`config.mk`:
```
export PLATFORM = sky130hd
export DESIGN_NAME = light_conflict_monitor
export DESIGN_NICKNAME = d
export VERILOG_FILES = /design/src/rtl/light_conflict_monitor.sv
export SDC_FILE = /design/constraint.sdc
export NUM_CORES = 1
export LEC_CHECK = 0
export CORE_MARGIN = 2
export CORE_UTILIZATION = 25
export CTS_CLUSTER_SIZE = 14
export DETAILED_ROUTE_END_ITERATION = 10
export DONT_BUFFER_PORTS = 1
export SLEW_MARGIN = 15
export SYNTH_ARGS = -nofsm -noshare
export SYNTH_HDL_FRONTEND = slang
export SYNTH_SLANG_ARGS = --single-unit
```
`constraint.sdc`:
```
create_clock -name clk -period 4.8 [get_ports clk]
set_clock_uncertainty 0.05 [all_clocks]
set_input_delay 0.72 -clock clk [delete_from_list [all_inputs] [get_ports clk]]
set_output_delay 0.72 -clock clk [all_outputs]
set_load 0.05 [all_outputs]
```
`src/rtl/light_conflict_monitor.sv`:
```
// Traffic-light safety monitor: latches the first conflict/sequencing violation and drives fail-flash.
// Optional violation counter enabled by defining LCM_VIOL_CNT_EN.
module light_conflict_monitor #(
  parameter int MIN_GREEN  = 4,
  parameter int MIN_YELLOW = 2,
  parameter int FLASH_DIV  = 4
) (
  input  logic       clk,
  input  logic       rst_n,
  input  logic [1:0] light_ns,
  input  logic [1:0] light_ew,
  input  logic       walk_signal,
  input  logic       fault_clr,
  output logic       fault,
  output logic [2:0] fault_code,
  output logic       flash_out,
  output logic [7:0] viol_cnt
);

  localparam logic [1:0] RED = 2'b00;
  localparam logic [1:0] GRN = 2'b01;
  localparam logic [1:0] YEL = 2'b10;
  localparam logic [1:0] ILL = 2'b11;
  localparam logic [7:0] MIN_G8   = 8'(MIN_GREEN);
  localparam logic [7:0] MIN_Y8   = 8'(MIN_YELLOW);
  localparam logic [7:0] DIV_LAST = 8'(FLASH_DIV - 1);

  logic [1:0] prev_ns_p0, prev_ew_p0;
  logic [7:0] dwell_ns_p0, dwell_ew_p0;
  logic [7:0] flash_div_p1;
  logic [2:0] viol_code;
  logic       viol;
  logic       fault_nxt;
  logic [2:0] code_nxt;

  function automatic logic [7:0] sat_inc(input logic [7:0] v);
    return (v == 8'hFF) ? v : v + 8'd1;
  endfunction

  function automatic logic bad_trans(input logic [1:0] prev, input logic [1:0] cur);
    if (cur == prev) return 1'b0;
    return !((prev == RED && cur == GRN) || (prev == GRN && cur == YEL) ||
             (prev == YEL && cur == RED));
  endfunction

  function automatic logic short_yellow(input logic [1:0] prev, input logic [1:0] cur,
                                        input logic [7:0] dwell);
    return (prev == YEL) && (cur == RED) && (dwell < MIN_Y8);
  endfunction

  function automatic logic short_green(input logic [1:0] prev, input logic [1:0] cur,
                                       input logic [7:0] dwell);
    return (prev == GRN) && (cur == YEL) && (dwell < MIN_G8);
  endfunction

  // Stage p0: previous-sample and dwell tracking per direction
  always_ff @(posedge clk or negedge rst_n) begin
    if (!rst_n) begin
      prev_ns_p0  <= RED;
      prev_ew_p0  <= RED;
      dwell_ns_p0 <= '0;
      dwell_ew_p0 <= '0;
    end else begin
      prev_ns_p0  <= light_ns;
      prev_ew_p0  <= light_ew;
      dwell_ns_p0 <= (light_ns == prev_ns_p0) ? sat_inc(dwell_ns_p0) : 8'd1;
      dwell_ew_p0 <= (light_ew == prev_ew_p0) ? sat_inc(dwell_ew_p0) : 8'd1;
    end
  end

  // Lowest code wins; code 11 counts as non-red for the conflict and walk checks
  always_comb begin
    viol_code = 3'd0;
    if (light_ns != RED && light_ew != RED)
      viol_code = 3'd1;
    else if (walk_signal && (light_ns != RED || light_ew != RED))
      viol_code = 3'd2;
    else if (light_ns == ILL || light_ew == ILL)
      viol_code = 3'd3;
    else if (bad_trans(prev_ns_p0, light_ns) || bad_trans(prev_ew_p0, light_ew))
      viol_code = 3'd4;
    else if (short_yellow(prev_ns_p0, light_ns, dwell_ns_p0) ||
             short_yellow(prev_ew_p0, light_ew, dwell_ew_p0))
      viol_code = 3'd5;
    else if (short_green(prev_ns_p0, light_ns, dwell_ns_p0) ||
             short_green(prev_ew_p0, light_ew, dwell_ew_p0))
      viol_code = 3'd6;
  end

  assign viol = |viol_code;

  // A violation coinciding with a clear re-latches with the fresh code
  always_comb begin
    fault_nxt = fault;
    code_nxt  = fault_code;
    if (viol) begin
      fault_nxt = 1'b1;
      if (!fault || fault_clr) code_nxt = viol_code;
    end else if (fault_clr) begin
      fault_nxt = 1'b0;
      code_nxt  = 3'd0;
    end
  end

  // Stage p1: latched fault and fail-flash divider
  always_ff @(posedge clk or negedge rst_n) begin
    if (!rst_n) begin
      fault        <= 1'b0;
      fault_code   <= 3'd0;
      flash_out    <= 1'b0;
      flash_div_p1 <= '0;
    end else begin
      fault      <= fault_nxt;
      fault_code <= code_nxt;
      if (!fault_nxt || !fault) begin
        flash_out    <= 1'b0;
        flash_div_p1 <= '0;
      end else if (flash_div_p1 == DIV_LAST) begin
        flash_out    <= ~flash_out;
        flash_div_p1 <= '0;
      end else begin
        flash_div_p1 <= flash_div_p1 + 8'd1;
      end
    end
  end

`ifdef LCM_VIOL_CNT_EN
  logic [7:0] viol_cnt_p1;

  always_ff @(posedge clk or negedge rst_n) begin
    if (!rst_n)    viol_cnt_p1 <= '0;
    else if (viol) viol_cnt_p1 <= sat_inc(viol_cnt_p1);
  end

  assign viol_cnt = viol_cnt_p1;
`else
  assign viol_cnt = 8'd0;
`endif

endmodule

```
==> impl_results.html, run 1 <==
<table>
<tr><th>Metric</th><th>Value</th></tr>
<tr><th colspan="2">Clock network</th></tr>
<tr><td>Root cell of the clock tree</td><td>sky130_fd_sc_hd__clkbuf_8</td></tr>
<tr><td>Buffer count from post-CTS setup fixing</td><td>0</td></tr>
<tr><td>Post-CTS Hold Buffers</td><td>0</td></tr>
<tr><td>Number of gates resized after cts</td><td>0</td></tr>
<tr><td>Number of buffers inserted during clock tree synthesis</td><td>5</td></tr>
<tr><td>Clock sink count</td><td>33</td></tr>
<tr><td>H-tree levels</td><td>2</td></tr>
<tr><td>Register clock-pin slew on the reported worst setup and hold paths</td><td>~70 ps</td></tr>
<tr><td>TritonCTS clock tree</td><td>built</td></tr>
<tr><td>Source-to-sink clock delay at the later pin of the worst-skew pair</td><td>280 ps</td></tr>
<tr><td>Number of buffers between clock root and the deepest sink</td><td>2</td></tr>
<tr><th colspan="2">Logic synthesis</th></tr>
<tr><td>Cell type contributing the most total cell area after synthesis</td><td>sky130_fd_sc_hd__dfrtp_1</td></tr>
<tr><td>Synth top cells by count</td><td>sky130_fd_sc_hd__dfrtp_1, sky130_fd_sc_hd__nand3_1, sky130_fd_sc_hd__nor2_1</td></tr>
<tr><td>Leading post-synthesis cells by cell area</td><td>sky130_fd_sc_hd__dfrtp_1, sky130_fd_sc_hd__xnor2_1, sky130_fd_sc_hd__nand3_1</td></tr>
<tr><td>Number of flops mapped to enable cells by yosys</td><td>0</td></tr>
<tr><td>Mapped Cells</td><td>between 150 and 200</td></tr>
<tr><td>Proportion of netlist area held by the largest area contributor</td><td>between 40 and 50%</td></tr>
<tr><td>Synthesis-stage register bit count</td><td>33</td></tr>
<tr><td>Sequential cell area fraction in the yosys report</td><td>a little over two fifths</td></tr>
<tr><td>Mean cell area of the mapped netlist</td><td>~9.8 µm²</td></tr>
<tr><td>Share of synthesized registers carrying an async set or reset</td><td>100%</td></tr>
<tr><td>Number of warning messages in the yosys log</td><td>0</td></tr>
<tr><td>Most frequent cell after synthesis</td><td>sky130_fd_sc_hd__dfrtp_1</td></tr>
<tr><td>Post-Synthesis Cell Area</td><td>approximately 1900 µm²</td></tr>
<tr><td>Count of distinct cell types in the synthesized netlist</td><td>50</td></tr>
<tr><td>Most frequently used flop master after synthesis</td><td>sky130_fd_sc_hd__dfrtp_1</td></tr>
<tr><th colspan="2">STA</th></tr>
<tr><td>Setup TNS</td><td>0 ps</td></tr>
<tr><td>Final count of pins violating max slew</td><td>0</td></tr>
<tr><td>Slew headroom</td><td>between 50% and 60%</td></tr>
<tr><td>Pin slew with the least headroom to its limit</td><td>between 600 and 700 ps</td></tr>
<tr><td>Setup repair after global routing missed its margin</td><td>false</td></tr>
<tr><td>Endpoints failing setup</td><td>0</td></tr>
<tr><td>Shortest clock period the worst path allows after layout</td><td>between 1500 and 2000 ps</td></tr>
<tr><td>Worst-case hold slack</td><td>78.3 ps</td></tr>
<tr><td>Share of the cycle needed by the critical path after routing</td><td>between 40% and 50%</td></tr>
<tr><td>Number of hold violations in the final report</td><td>0</td></tr>
<tr><td>Max Clock Freq</td><td>0.504 GHz</td></tr>
<tr><th colspan="2">Power and ir drop</th></tr>
<tr><td>Power consumption</td><td>between 700 and 800 µW</td></tr>
<tr><td>Power per cell area</td><td>between 300 and 400 nW/µm²</td></tr>
<tr><td>Internal power consumption</td><td>526 µW</td></tr>
<tr><td>Clock network fraction of design power</td><td>29.4%</td></tr>
<tr><td>Combinational share of power</td><td>between 20% and 30%</td></tr>
<tr><td>Sequential fraction of design power</td><td>between 50% and 60%</td></tr>
<tr><td>Net switching share of the total power</td><td>33.5%</td></tr>
<tr><td>Switching power summed over all nets</td><td>265 µW</td></tr>
<tr><td>P_leak</td><td>0.000874 µW</td></tr>
<tr><td>Largest vdd supply drop</td><td>approximately 0.18 mV</td></tr>
<tr><th colspan="2">Setup path</th></tr>
<tr><td>CP arrival</td><td>between 2000 and 2500 ps</td></tr>
<tr><td>Critical path class</td><td>flop to flop</td></tr>
<tr><td>Worst Setup Start Kind</td><td>flop</td></tr>
<tr><td>Worst Path Required</td><td>4920 ps</td></tr>
<tr><td>Maximum fanout encountered on the critical timing path</td><td>6</td></tr>
<tr><td>Endpoint type of the worst setup path</td><td>flop</td></tr>
<tr><th colspan="2">Routing</th></tr>
<tr><td>Initial detailed-routing violation count</td><td>43</td></tr>
<tr><td>Highest routed layer</td><td>met4</td></tr>
<tr><td>Routed wire per std cell</td><td>12.3 µm</td></tr>
<tr><td>Length of routed wiring on met1</td><td>1840 µm</td></tr>
<tr><td>Count of TritonRoute iterations in the first routing pass</td><td>4</td></tr>
<tr><td>Number of vias after detailed routing</td><td>~1400</td></tr>
<tr><td>Average via count per standard cell</td><td>between 4 and 5</td></tr>
<tr><td>Sum of met3 wire segment lengths after detailed routing</td><td>~190 µm</td></tr>
<tr><td>DRC violation count after routing</td><td>0</td></tr>
<tr><td>Detailed-route wire length</td><td>3700 µm</td></tr>
<tr><td>Residual antenna-violating net count after detailed routing</td><td>0</td></tr>
<tr><td>Total length of routed met2 wires</td><td>between 1500 and 2000 µm</td></tr>
<tr><th colspan="2">Floorplanning</th></tr>
<tr><td>Overall die width</td><td>roughly 90 µm</td></tr>
<tr><td>Die span in y</td><td>~92 µm</td></tr>
<tr><td>Core box area</td><td>approximately 7600 µm²</td></tr>
<tr><td>Number of rows created at floorplan</td><td>32</td></tr>
<tr><td>Die Area</td><td>approximately 8500 µm²</td></tr>
<tr><td>Starting utilization of the core area</td><td>between 20% and 30%</td></tr>
<tr><td>Top-level I/O count</td><td>21</td></tr>
<tr><th colspan="2">Placement</th></tr>
<tr><td>Quantity of I/O buffers inserted on ports</td><td>0</td></tr>
<tr><td>GPL Wtd Cong</td><td>between 0.8 and 0.9</td></tr>
<tr><td>Post-place instance area</td><td>~2000 µm²</td></tr>
<tr><td>Hpwl dp</td><td>roughly 2700 µm</td></tr>
<tr><th colspan="2">Global routing</th></tr>
<tr><td>Vias in the first global route</td><td>between 1000 and 1500</td></tr>
<tr><td>Total routing resource utilization after global routing</td><td>9.21%</td></tr>
<tr><td>Pin count of the biggest net entering global routing</td><td>34</td></tr>
<tr><td>Wire length of the first global-routing pass</td><td>6270 µm</td></tr>
<tr><td>GRT Residual Overflow</td><td>0</td></tr>
<tr><td>Number of antenna violations at the first check in global routing</td><td>0</td></tr>
<tr><th colspan="2">Cells and area</th></tr>
<tr><td>Final design area excluding fillers</td><td>around 2100 µm²</td></tr>
<tr><td>Layout area overhead</td><td>8.28%</td></tr>
<tr><td>Net count reported at finish</td><td>210</td></tr>
<tr><td>Antenna diodes</td><td>0</td></tr>
<tr><td>Layout cells sized above 1</td><td>between 10% and 20%</td></tr>
<tr><th colspan="2">Worst hold path</th></tr>
<tr><td>Min-Delay Path Class</td><td>input pin to asynchronous set/reset pin</td></tr>
<tr><th colspan="2">Run status</th></tr>
<tr><td>Result of the run</td><td>complete, no violations</td></tr>
<tr><th colspan="2">Run</th></tr>
<tr><td>Max Cap Violations</td><td>0</td></tr>
</table>
[critical path, stage by stage, from the launching register on]
cell and delay (ps):
sky130_fd_sc_hd__dfrtp_1 420, sky130_fd_sc_hd__ha_1 220, sky130_fd_sc_hd__and3_1 240, sky130_fd_sc_hd__nand4_1 270
sky130_fd_sc_hd__or3b_2 480, sky130_fd_sc_hd__xor2_1 140, sky130_fd_sc_hd__nor2_1 50
[power groups by stage]
stage / registers [µW] / clock network (µW) / logic, µW
2_1_floorplan: 389 / 0 / 152
3_3_place_gp: 402 / 0 / 158
3_5_place_dp: 403 / 0 / 162
4_1_cts: 398 / 238 / 163
5_1_grt: 406 / 251 / 182
6_report: 398 / 232 / 161
[placed cells by master, fill, tap and decap left out, types with 2 or more instances in the layout]
cell	count
sky130_fd_sc_hd__nand3_1	16
sky130_fd_sc_hd__a21oi_1	3
sky130_fd_sc_hd__o211ai_1	3
sky130_fd_sc_hd__a31oi_1	6
sky130_fd_sc_hd__o21ai_0	6
sky130_fd_sc_hd__nor3_1	5
sky130_fd_sc_hd__and2_1	4
sky130_fd_sc_hd__nand4_1	4
sky130_fd_sc_hd__nor3_2	7
sky130_fd_sc_hd__clkbuf_8	7
sky130_fd_sc_hd__a22oi_1	3
sky130_fd_sc_hd__or2_2	2
sky130_fd_sc_hd__and3_1	6
sky130_fd_sc_hd__xnor2_1	10
sky130_fd_sc_hd__nand2_1	14
sky130_fd_sc_hd__nor3b_1	3
sky130_fd_sc_hd__ha_1	3
sky130_fd_sc_hd__dfrtp_1	33
sky130_fd_sc_hd__inv_1	2
sky130_fd_sc_hd__xor2_1	7
sky130_fd_sc_hd__nor2_1	15
sky130_fd_sc_hd__nor2b_1	2
sky130_fd_sc_hd__mux2i_1	3
sky130_fd_sc_hd__nand2b_1	5
sky130_fd_sc_hd__conb_1	8
[cell type report]
cell class / instances / area [µm²]
clock inverters: 1 / 5.00
inverters: 2 / 7.51
flip-flops and latches: 33 / 826
multi-input cells: 157 / 1050
clock buffers: 7 / 96.3
well taps: 102 / 128
fillers: 815 / 5540
[final timing paths]
| check | start | to | slack [ps] | depth (start not counted) |
|---|---|---|---|---|
| setup reg to reg | dwell_ew_p0[1]$_DFFE_PN0P_ | dwell_ew_p0[5]$_DFFE_PN0P_ | 2810 | 6 |
| hold / removal | rst_n | flash_div_p1[5]$_DFF_PN0_ | 80 | 0 |
| max in group asynchronous | rst_n | prev_ew_p0[1]$_DFF_PN0_ | 4530 | 0 |
| hold reg to reg | flash_div_p1[0]$_DFF_PN0_ | flash_div_p1[0]$_DFF_PN0_ | 470 | 1 |
| setup / recovery | dwell_ew_p0[1]$_DFFE_PN0P_ | dwell_ew_p0[5]$_DFFE_PN0P_ | 2810 | 6 |
| min in group clk | light_ns[1] | prev_ns_p0[1]$_DFF_PN0_ | 410 | 0 |
[layer usage]
layer  vias to the layer above  track usage (%)
li1                        709                -
met1                       685             12.5
met2                        38             13.9
met3                         8             2.36
met4                         0             3.86
met5                         -                0
[metrics by stage]
step	utilization (%)	std cells	setup slack, ps
after floorplan	-	206	2600
after global placement	26.3	294	2680
after detailed placement	26.3	294	2660
after CTS	27.6	302	2810
after global routing	27.6	302	2680
final	27.6	302	2810
[kinds of logic after synthesis]
logic type,count (synthesis),share of synthesized area [%]
buf+inv,16,5.20
fa+ha+maj,4,2.50
other cells,1,0.192
compound gates,34,13.1
mux,3,1.54
simple gates,91,27.5
xor+xnor,17,7.64
flops,33,42.4
[registers in the layout (all words and copies together) (netlist names)]
signal,flops
prev_ns_p0,2
dwell_ew_p0,8
flash_div_p1,8
dwell_ns_p0,8
fault,1
prev_ew_p0,2
flash_out,1
fault_code,3
No activity file was read; power rests on OpenSTA's default activity.
==> run 2, diff against run 1 <==
Clock period 4.8 ns to 1.6 ns, I/O delays scaled along.
==> impl_results.html, run 2 (synthesis results as in run 1) <==
<table>
<tr><th>Metric</th><th>Value</th></tr>
<tr><th colspan="2">Power and ir drop</th></tr>
<tr><td>Largest vdd supply drop</td><td>between 0.4 and 0.5 mV</td></tr>
<tr><td>Power per cell area</td><td>between 1000 and 1500 nW/µm²</td></tr>
<tr><td>Internal power consumption</td><td>about 1900 µW</td></tr>
<tr><td>P_leak</td><td>0.00113 µW</td></tr>
<tr><td>Combinational share of power</td><td>~30%</td></tr>
<tr><td>Net switching share of the total power</td><td>between 30 and 40%</td></tr>
<tr><td>Clock network fraction of design power</td><td>approximately 30%</td></tr>
<tr><td>Sequential fraction of design power</td><td>40.9%</td></tr>
<tr><td>Switching power summed over all nets</td><td>around 850 µW</td></tr>
<tr><th colspan="2">Clock network</th></tr>
<tr><td>Number of buffers inserted during clock tree synthesis</td><td>5</td></tr>
<tr><td>H-tree levels</td><td>2</td></tr>
<tr><td>TritonCTS clock tree</td><td>built</td></tr>
<tr><td>Root cell of the clock tree</td><td>sky130_fd_sc_hd__clkbuf_8</td></tr>
<tr><td>Number of buffers between clock root and the deepest sink</td><td>2</td></tr>
<tr><td>Source-to-sink clock delay at the later pin of the worst-skew pair</td><td>280 ps</td></tr>
<tr><td>Register clock-pin slew on the reported worst setup and hold paths</td><td>~70 ps</td></tr>
<tr><td>Clock sink count</td><td>33</td></tr>
<tr><th colspan="2">Cells and area</th></tr>
<tr><td>Number of fillers in the final layout</td><td>772</td></tr>
<tr><td>Final design area excluding fillers</td><td>~2700 µm²</td></tr>
<tr><td>Antenna diodes</td><td>0</td></tr>
<tr><td>Layout area overhead</td><td>36.1%</td></tr>
<tr><td>Top library cells by usage in the layout, fill and taps aside</td><td>sky130_fd_sc_hd__buf_4, sky130_fd_sc_hd__dfrtp_1, sky130_fd_sc_hd__nor2_1</td></tr>
<tr><td>Layout cells sized above 1</td><td>34.4%</td></tr>
<tr><td>Registers with the most flip-flops</td><td>dwell_ew_p0: 8 flops, dwell_ns_p0: 8 flops, flash_div_p1: 8 flops</td></tr>
<tr><td>Most common cell after layout, fill and taps aside</td><td>sky130_fd_sc_hd__buf_4</td></tr>
<tr><td>Net count reported at finish</td><td>257</td></tr>
<tr><td>Fin cells</td><td>between 300 and 400</td></tr>
<tr><th colspan="2">Global routing</th></tr>
<tr><td>GRT Residual Overflow</td><td>0</td></tr>
<tr><td>Number of antenna violations at the first check in global routing</td><td>0</td></tr>
<tr><td>Wire length of the first global-routing pass</td><td>~7000 µm</td></tr>
<tr><td>Pin count of the biggest net entering global routing</td><td>34</td></tr>
<tr><td>Total routing resource utilization after global routing</td><td>between 10% and 20%</td></tr>
<tr><td>Vias in the first global route</td><td>between 1500 and 2000</td></tr>
<tr><th colspan="2">Setup path</th></tr>
<tr><td>Worst Path Required</td><td>around 1800 ps</td></tr>
<tr><td>Capture instance of the worst register-to-register path</td><td>flash_div_p1[1]$_DFF_PN0_</td></tr>
<tr><td>Launching point of the worst reg2reg path</td><td>prev_ew_p0[1]$_DFF_PN0_</td></tr>
<tr><td>Endpoint type of the worst setup path</td><td>flop</td></tr>
<tr><td>Reg2Reg Setup Slack</td><td>-50 ps</td></tr>
<tr><td>Critical path class</td><td>flop to flop</td></tr>
<tr><td>Maximum fanout encountered on the critical timing path</td><td>5</td></tr>
<tr><td>Worst Setup Start Kind</td><td>flop</td></tr>
<tr><td>Cells on worst reg2reg path</td><td>5</td></tr>
<tr><td>CP arrival</td><td>around 1800 ps</td></tr>
<tr><th colspan="2">STA</th></tr>
<tr><td>Share of the cycle needed by the critical path after routing</td><td>103%</td></tr>
<tr><td>Crit path setup slack, layout</td><td>-48.3 ps</td></tr>
<tr><td>Endpoints failing setup</td><td>5</td></tr>
<tr><td>Shortest clock period the worst path allows after layout</td><td>~1600 ps</td></tr>
<tr><td>Max Clock Freq</td><td>about 0.6 GHz</td></tr>
<tr><td>Final count of pins violating max slew</td><td>0</td></tr>
<tr><td>Setup repair after global routing missed its margin</td><td>true</td></tr>
<tr><td>Number of hold violations in the final report</td><td>0</td></tr>
<tr><th colspan="2">Routing</th></tr>
<tr><td>DRC violation count after routing</td><td>0</td></tr>
<tr><td>Detailed-route wire length</td><td>~4200 µm</td></tr>
<tr><td>Number of vias after detailed routing</td><td>roughly 1600</td></tr>
<tr><td>Initial detailed-routing violation count</td><td>43</td></tr>
<tr><td>Routed wire per std cell</td><td>roughly 12 µm</td></tr>
<tr><td>Average via count per standard cell</td><td>around 4.7</td></tr>
<tr><td>Residual antenna-violating net count after detailed routing</td><td>0</td></tr>
<tr><td>Count of TritonRoute iterations in the first routing pass</td><td>4</td></tr>
<tr><th colspan="2">Placement</th></tr>
<tr><td>GPL Wtd Cong</td><td>roughly 0.84</td></tr>
<tr><td>Quantity of I/O buffers inserted on ports</td><td>0</td></tr>
<tr><td>Count of placed standard cells including taps</td><td>about 330</td></tr>
<tr><td>Post-place instance area</td><td>~2300 µm²</td></tr>
<tr><td>Hpwl dp</td><td>roughly 3000 µm</td></tr>
<tr><th colspan="2">Worst hold path</th></tr>
<tr><td>Cell count of the worst hold path</td><td>1</td></tr>
<tr><td>Worst hold path endpoint</td><td>fault_code[1]$_DFFE_PN0P_</td></tr>
<tr><td>Min-Delay Path Class</td><td>input pin to flop</td></tr>
<tr><td>Hold Startpoint</td><td>fault_clr</td></tr>
<tr><th colspan="2">Floorplanning</th></tr>
<tr><td>Top-level I/O count</td><td>21</td></tr>
<tr><td>Die span in y</td><td>a little over 90 µm</td></tr>
<tr><td>Overall die width</td><td>~92 µm</td></tr>
<tr><td>Number of rows created at floorplan</td><td>32</td></tr>
<tr><td>Core box area</td><td>~7600 µm²</td></tr>
<tr><td>Starting utilization of the core area</td><td>25.5%</td></tr>
<tr><td>Die Area</td><td>around 8500 µm²</td></tr>
<tr><th colspan="2">Run status</th></tr>
<tr><td>Violations in the final reports</td><td>setup timing</td></tr>
<tr><td>Result of the run</td><td>finished, violations left</td></tr>
<tr><th colspan="2">Run</th></tr>
<tr><td>Max Cap Violations</td><td>0</td></tr>
</table>
-- run 2: critical path, cell delays in order, from the launching register on --
cell and delay, ps:
sky130_fd_sc_hd__dfrtp_1 420, sky130_fd_sc_hd__nor4bb_2 300, sky130_fd_sc_hd__nand3_1 240, sky130_fd_sc_hd__o311a_4 210, sky130_fd_sc_hd__and4_4 180, sky130_fd_sc_hd__nor3b_2 170
-- run 2: how the worst max path moves through the flow --
stage                     cells after the start                         to                       start
final                                         5  flash_div_p1[1]$_DFF_PN0_     prev_ew_p0[1]$_DFF_PN0_
after detailed placement                      5  flash_div_p1[1]$_DFF_PN0_  dwell_ns_p0[4]$_DFFE_PN0P_
after floorplan                               6  flash_div_p1[1]$_DFF_PN0_  dwell_ns_p0[4]$_DFFE_PN0P_
after global placement                        5  flash_div_p1[1]$_DFF_PN0_  dwell_ns_p0[4]$_DFFE_PN0P_
after CTS                                     5  flash_div_p1[1]$_DFF_PN0_  dwell_ns_p0[4]$_DFFE_PN0P_
after global routing                          5  flash_div_p1[1]$_DFF_PN0_     prev_ew_p0[0]$_DFF_PN0_
-- run 2: routing by layer --
layer | GRT usage (%) | vias up | share of wire [%]
li1 | - | 800 | -
met1 | 13.1 | 778 | 48
met2 | 16.2 | 45 | 45
met3 | 2.85 | 6 | 5.7
met4 | 3.73 | 0 | 1.4
met5 | 0 | - | 0
-- run 2: repair_timing --
item,4_1_cts,5_1_grt
hold endpoints to repair,37,0
resized for setup,5,20
hold buffers,6,0
setup endpoints to repair,12,19
gates cloned,1,0
setup buffers,5,1
pin swaps,7,10
-- run 2: through the flow --
stage | setup WS (ps) | total power [µW] | util, % | hold WS, ps | TNS, ps
finish | -48.3 | 2720 | 34.7 | 23.6 | -98.3
detailed placement | -82.9 | 1850 | 30.0 | -104 | -442
floorplan | -99.6 | 1660 | - | -106 | -704
CTS | -54.1 | 2730 | 33.4 | 19.3 | -183
global placement | -45.3 | 1840 | 30.0 | -104 | -120
global route | -142 | 2870 | 34.7 | 22.3 | -1020
-- run 2: final cells by class --
class	count	area, µm²	share of cell area, %
Clock inverter	1	30.0	1.13
Multi-Input combinational cell	158	1190	44.8
Tap cell	102	128	4.81
Clock buffer	7	86.3	3.25
Inverter	2	7.51	0.283
Timing Repair Buffer	46	387	14.6
Sequential cell	33	826	31.1
-- run 2: power by group through the flow --
stage,Clock (µW),Sequential (µW),Combinational [µW]
after floorplan,0,1170,496
after global placement,0,1120,723
after detailed placement,0,1120,729
after CTS,829,1110,792
after global routing,855,1130,884
final,802,1110,806
